**config.mk**
```make
export PLATFORM = sky130hd
export DESIGN_NAME = lock_entry_fsm
export DESIGN_NICKNAME = d
export VERILOG_FILES = /design/src/rtl/lock_pkg.sv /design/src/rtl/bcd_to_seg.sv /design/src/rtl/lock_entry_fsm.sv
export SDC_FILE = /design/constraint.sdc
export NUM_CORES = 1
export LEC_CHECK = 0
export ABC_CLOCK_PERIOD_IN_PS = 3250
export CORE_MARGIN = 4
export CORE_UTILIZATION = 50
export CTS_BUF_LIST = sky130_fd_sc_hd__clkbuf_8
export CTS_CLUSTER_DIAMETER = 50
export CTS_CLUSTER_SIZE = 8
export DETAILED_ROUTE_END_ITERATION = 10
export GPL_TIMING_DRIVEN = 0
export PLACE_DENSITY = 0.75
export SLEW_MARGIN = 25
export SYNTH_ARGS = -nofsm -noshare
export SYNTH_HDL_FRONTEND = slang
export SYNTH_SLANG_ARGS = --single-unit
```
**constraint.sdc**
```tcl
create_clock -name clk -period 3.25 [get_ports clk]
set_input_delay 0.65 -clock clk [delete_from_list [all_inputs] [get_ports clk]]
set_output_delay 0.65 -clock clk [all_outputs]
set_load 0.03 [all_outputs]
```
**src/rtl/lock_pkg.sv**
```systemverilog
// Shared definitions for the digital lock: FSM state encoding and active-low
// 7-segment glyphs ({g,f,e,d,c,b,a}, 0 = segment lit).
package lock_pkg;

  typedef enum logic [2:0] {
    ST_ENTRY   = 3'd0,
    ST_CHECK   = 3'd1,
    ST_OPEN    = 3'd2,
    ST_FAIL    = 3'd3,
    ST_LOCKOUT = 3'd4
  } state_t;

  localparam logic [6:0] SEG_DASH  = 7'b0111111;
  localparam logic [6:0] SEG_O     = 7'b1000000;
  localparam logic [6:0] SEG_F     = 7'b0001110;
  localparam logic [6:0] SEG_L     = 7'b1000111;
  localparam logic [6:0] SEG_BLANK = 7'b1111111;

  localparam logic [6:0] SEG_BCD0 = 7'b1000000;
  localparam logic [6:0] SEG_BCD1 = 7'b1111001;
  localparam logic [6:0] SEG_BCD2 = 7'b0100100;
  localparam logic [6:0] SEG_BCD3 = 7'b0110000;
  localparam logic [6:0] SEG_BCD4 = 7'b0011001;
  localparam logic [6:0] SEG_BCD5 = 7'b0010010;
  localparam logic [6:0] SEG_BCD6 = 7'b0000010;
  localparam logic [6:0] SEG_BCD7 = 7'b1111000;
  localparam logic [6:0] SEG_BCD8 = 7'b0000000;
  localparam logic [6:0] SEG_BCD9 = 7'b0010000;

  function automatic logic [3:0] bcd_inc(input logic [3:0] d);
    return (d >= 4'd9) ? 4'd0 : d + 4'd1;
  endfunction

  function automatic logic [3:0] bcd_dec(input logic [3:0] d);
    return (d == 4'd0) ? 4'd9 : d - 4'd1;
  endfunction

endpackage

```
**src/rtl/bcd_to_seg.sv**
```systemverilog
// Combinational BCD to active-low 7-segment decoder; non-BCD codes show blank.
module bcd_to_seg
  import lock_pkg::*;
(
  input  logic [3:0] i_bcd,
  output logic [6:0] o_seg
);

  always_comb begin
    o_seg = SEG_BLANK;
    case (i_bcd)
      4'd0:    o_seg = SEG_BCD0;
      4'd1:    o_seg = SEG_BCD1;
      4'd2:    o_seg = SEG_BCD2;
      4'd3:    o_seg = SEG_BCD3;
      4'd4:    o_seg = SEG_BCD4;
      4'd5:    o_seg = SEG_BCD5;
      4'd6:    o_seg = SEG_BCD6;
      4'd7:    o_seg = SEG_BCD7;
      4'd8:    o_seg = SEG_BCD8;
      4'd9:    o_seg = SEG_BCD9;
      default: o_seg = SEG_BLANK;
    endcase
  end

endmodule

```
**src/rtl/lock_entry_fsm.sv**
```systemverilog
// Code-entry controller: edits a 4-digit BCD entry from button pulses, checks it
// against CODE, counts failed attempts and enforces a timed lockout.
module lock_entry_fsm
  import lock_pkg::*;
#(
  parameter logic [15:0] CODE           = 16'h1234,
  parameter int unsigned MAX_TRIES      = 3,
  parameter int unsigned FAIL_CYCLES    = 50_000_000,
  parameter int unsigned LOCKOUT_CYCLES = 500_000_000
) (
  input  logic       clk,
  input  logic       rst,
  input  logic       btn_up,
  input  logic       btn_down,
  input  logic       btn_next,
  input  logic       btn_enter,
  output logic [6:0] seg0,
  output logic [6:0] seg1,
  output logic [6:0] seg2,
  output logic [6:0] seg3,
  output logic [6:0] segStatus,
  output logic       unlocked,
  output state_t     dbg_state
);

  localparam int TW = $clog2(MAX_TRIES + 1);

  state_t          r_state, w_state_nxt;
  logic [3:0]      r_digit [4];
  logic [3:0]      w_digit_nxt [4];
  logic [1:0]      r_cursor, w_cursor_nxt;
  logic [TW-1:0]   r_tries, w_tries_nxt, w_tries_inc;
  logic [31:0]     r_cnt, w_cnt_nxt;
  logic            w_match;
  logic [6:0]      w_seg [4];
  logic [6:0]      w_status;

  assign w_match     = ({r_digit[3], r_digit[2], r_digit[1], r_digit[0]} == CODE);
  assign w_tries_inc = r_tries + TW'(1);
  assign dbg_state   = r_state;

  // Next-state logic; every exit back to ENTRY starts a fresh entry at cursor 0.
  always_comb begin
    w_state_nxt  = r_state;
    w_digit_nxt  = r_digit;
    w_cursor_nxt = r_cursor;
    w_tries_nxt  = r_tries;
    w_cnt_nxt    = r_cnt;
    case (r_state)
      ST_ENTRY: begin
        if (btn_enter) begin
          w_state_nxt = ST_CHECK;
        end else if (btn_next) begin
          w_cursor_nxt = r_cursor + 2'd1;
        end else if (btn_up) begin
          w_digit_nxt[r_cursor] = bcd_inc(r_digit[r_cursor]);
        end else if (btn_down) begin
          w_digit_nxt[r_cursor] = bcd_dec(r_digit[r_cursor]);
        end
      end
      ST_CHECK: begin
        w_cnt_nxt = 32'd0;
        if (w_match) begin
          w_state_nxt = ST_OPEN;
          w_tries_nxt = '0;
        end else begin
          w_tries_nxt = w_tries_inc;
          w_state_nxt = (w_tries_inc == TW'(MAX_TRIES)) ? ST_LOCKOUT : ST_FAIL;
        end
      end
      ST_OPEN: begin
        if (btn_enter) begin
          w_state_nxt  = ST_ENTRY;
          w_digit_nxt  = '{default: 4'd0};
          w_cursor_nxt = 2'd0;
        end
      end
      ST_FAIL: begin
        if (r_cnt == 32'(FAIL_CYCLES - 1)) begin
          w_state_nxt  = ST_ENTRY;
          w_digit_nxt  = '{default: 4'd0};
          w_cursor_nxt = 2'd0;
        end else begin
          w_cnt_nxt = r_cnt + 32'd1;
        end
      end
      ST_LOCKOUT: begin
        if (r_cnt == 32'(LOCKOUT_CYCLES - 1)) begin
          w_state_nxt  = ST_ENTRY;
          w_digit_nxt  = '{default: 4'd0};
          w_cursor_nxt = 2'd0;
          w_tries_nxt  = '0;
        end else begin
          w_cnt_nxt = r_cnt + 32'd1;
        end
      end
      default: w_state_nxt = ST_ENTRY;
    endcase
  end

  always_ff @(posedge clk) begin
    if (rst) begin
      r_state  <= ST_ENTRY;
      r_digit  <= '{default: 4'd0};
      r_cursor <= 2'd0;
      r_tries  <= '0;
      r_cnt    <= 32'd0;
    end else begin
      r_state  <= w_state_nxt;
      r_digit  <= w_digit_nxt;
      r_cursor <= w_cursor_nxt;
      r_tries  <= w_tries_nxt;
      r_cnt    <= w_cnt_nxt;
    end
  end

  for (genvar g = 0; g < 4; g++) begin : g_dec
    bcd_to_seg u_dec (
      .i_bcd (r_digit[g]),
      .o_seg (w_seg[g])
    );
  end

  always_comb begin
    w_status = SEG_DASH;
    case (r_state)
      ST_OPEN:    w_status = SEG_O;
      ST_FAIL:    w_status = SEG_F;
      ST_LOCKOUT: w_status = SEG_L;
      default:    w_status = SEG_DASH;
    endcase
  end

  // Outputs lag the state registers by one edge so the display sees glitch-free values.
  always_ff @(posedge clk) begin
    if (rst) begin
      seg0      <= SEG_BCD0;
      seg1      <= SEG_BCD0;
      seg2      <= SEG_BCD0;
      seg3      <= SEG_BCD0;
      segStatus <= SEG_DASH;
      unlocked  <= 1'b0;
    end else begin
      seg0      <= w_seg[0];
      seg1      <= w_seg[1];
      seg2      <= w_seg[2];
      seg3      <= w_seg[3];
      segStatus <= w_status;
      unlocked  <= (r_state == ST_OPEN);
    end
  end

endmodule

```
==> metrics.md <==
| Metric | Value |
|---|---|
| Run status | completed |
| Via count | 4,134 |
| Syn nets | 578 |
| First-pass GRT wire length | 19,500 um |
| Post-synth EDFFs | 0 |
| Most frequent cells in the layout | dfxtp_1 (89), nor2_1 (67), nand2_1 (43) |
| Synthesis-stage register bit count | 89 |
| Synth area leader | dfxtp_1 |
| Synthesis Warnings | 0 |
| Mean Syn Cell Area | 8.82 um^2 |
| Drt first pass iters | 5 |
| CTS resizes | 0 |
| Clk sinks | 89 |
| Layout cell share with drive strength beyond 1 | 9.33% |
| Cell Rows | 35 |
| Placed Instance Area | 5360 um^2 |
| Final WL | 11,300 um |
| Max Fclk | 0.385 GHz |
| PortBufs | 42 |
| CTS tree | done |
| Worst Hold Launch | r_cnt[31] |
| Final Hold Fails | 0 |
| CP Launch Type | flip-flop |
| IO Pins | 45 |
| Top cells by area, synth | dfxtp_1 (37%), ha_1 (7.9%), nor2_1 (5.3%) |
| Min cycle time layout | 2.60 ns |
| Worst-case clock buffer depth | 2 |
| GP Congestion | 0.888 |
| Leakage dissipation | 2.01 nW |
| Initial antenna violation count | 0 |
| Setup Skew | 0.0130 ns |
| Cell Area, Synth | 4780 um^2 |
| Post-DRT Antenna Nets | 0 |
| Final max-slew violation count | 0 |
| Maximum vdd drop | 0.200 mV |
| Worst reg2reg setup slack | 0.65 ns |
| Post-CTS setup buffer count | 0 |
| Post-route cell area | 5550 um^2 |
| Commonest non-fill, non-tap cell in the layout | dfxtp_1 |
| Ant diodes | 0 |
| Final worst setup slack | 0.655 ns |
| Syn Inst Count | 542 |
| Slew headroom | 36.8% |
| RR Endpoint | r_digit[13] |
| Core area | 9280 um^2 |
| Vias in the first global route | 4,072 |
| Root buffer selected by CTS | clkbuf_8 |
| DP HPWL | 8400 um |
| GRT overflow | 0 |
| Vias per inst | 5.67 |
| Hold Crit Class | flip-flop to flip-flop |
| # H-tree levels | 3 |
| Residual DRC | 0 |
| Synth async-reset ratio | 0% |
| Final Cycle Share | 79.9% |
| Clock-pin slew on the worst setup and hold paths | 0.10 ns |
| Die area | 11,200 um^2 |
| Largest net degree at the start of global routing | 17 |
| Hold_buf cts | 0 |
| Initial Util | 51.5% |
| Max FO, Critical Path | 7 |
| Clock latency on the worst-skew pair | 0.37 ns |
| Final setup viols | 0 |
| FF-to-FF path depth | 9 |
| Worst setup EP type | flip-flop |
| WL/cell | 15.4 um |
| Unrepaired setup endpoints after global routing | false |
| Die Wd | 106 um |
| Die Y | 106 um |
| P per Cell Area | 388 nW/um^2 |
| Area delta synth->final | 16.1% |
| Yosys cell types | 68 |
| Least-Margin Pin Slew | 0.935 ns |
| Setup TNS | 0 ns |
| WS Path Type | flip-flop to flip-flop |
| Fillcell total | 836 |
| Global Route Usage Sum | 21.1% |
| RR Startpoint | r_cursor[0] |
| Hold path depth | 2 |
| TritonCTS Buffers | 9 |
| Seq/Total Area, Yosys | 37.3% |
| Top cell type's share of synthesized area | 37.3% |
| Worst EP arrival | 2.90 ns |
| Max_cap viols | 0 |
| Drt initial violations | 151 |
| Hold path endpoint | r_cnt[31] |
| Nets | 631 |
| Pre-CTS WS | 0.413 ns |
| Main flop type after synthesis | dfxtp_1 |
| Worst endpoint required time | 3.55 ns |
[how the worst max path moves through the flow]
stage	endpoint	slack, ns	from	depth (start not counted)
final	r_digit[13]	0.65	r_cursor[0]	9
after detailed placement	r_digit[13]	0.41	btn_enter	5
after floorplan	r_digit[13]	1.06	r_cursor[0]	9
after global routing	r_digit[1]	0.39	r_cursor[0]	9
after global placement	r_digit[9]	0.41	btn_enter	5
after CTS	r_digit[13]	0.68	r_cursor[0]	9
[where the power goes]
| group | leakage, nW | internal, mW | total, mW | switching (mW) |
|---|---|---|---|---|
| clock | 0.0952 | 0.310 | 0.736 | 0.426 |
| combinational | 1.19 | 0.108 | 0.290 | 0.182 |
| sequential | 0.719 | 1.11 | 1.12 | 0.0132 |
[area by class of cell]
type                            count  area (um^2)  share of cell area (%)
Clock buffer                       10          138                    2.48
Multi-Input combinational cell    395         2710                    48.7
Sequential cell                    89         1780                    32.1
Tap cell                          129          161                    2.91
Timing Repair Buffer               42          420                    7.58
Inverter                           25         93.8                    1.69
Buffer                             33          199                    3.59
Clock inverter                      6         50.0                   0.902
[routing by layer]
layer	global-route usage, %	vias up	part of all wire, %
met5	0	-	0
met4	10.5	0	3.5
met3	3.00	30	4.1
met2	36.2	116	50
met1	25.8	1962	43
li1	-	2026	-
[registers in the layout, indices dropped and copies added (netlist names)]
| name | flops |
|---|---|
| unlocked | 1 |
| dbg_state | 3 |
| segStatus | 5 |
| r_cursor | 2 |
| seg2 | 7 |
| r_digit | 16 |
| r_tries | 2 |
| seg3 | 7 |
| seg0 | 7 |
| r_cnt | 32 |
| seg1 | 7 |
[synth_stat cells, types with 12 or more instances]
| library cell | count |
|---|---|
| ha_1 | 30 |
| inv_1 | 25 |
| dfxtp_1 | 89 |
| a21oi_1 | 38 |
| nor2_1 | 67 |
| o21ai_0 | 19 |
| xor2_1 | 13 |
| clkbuf_1 | 17 |
| nand2_1 | 43 |
| nand3_1 | 20 |
| o32ai_1 | 13 |
| nand2b_1 | 12 |
[kinds of logic after synthesis]
family	after synthesis	synth area share [%]
xor gates and xnor gates	23	4.21
muxes	11	3.61
and+or+nand+nor	218	24.6
AOI/OAI and AO/OA	113	16.3
buffers and inverters	58	6.13
adders and majority gates	30	7.85
DFF	89	37.3
[per-stage QoR]
step	total power [mW]	hold WS [ns]	instances	util, %
after global placement	1.43	0.470	713	57.7
final	2.15	0.493	729	59.8
after global routing	2.25	0.524	729	59.8
after CTS	2.18	0.490	729	59.8
after detailed placement	1.44	0.477	713	57.7
after floorplan	1.35	0.447	542	-
[critical path: stages, from the launching register on]
cell       delay [ns]
dfxtp_1          0.37
buf_2            0.23
mux4_2           0.61
inv_1            0.14
ha_1             0.20
nand2b_1         0.08
o21ai_1          0.28
a32oi_1          0.18
nor2b_1          0.29
o2bb2ai_1        0.15
Power figures use the tool's default switching activity.
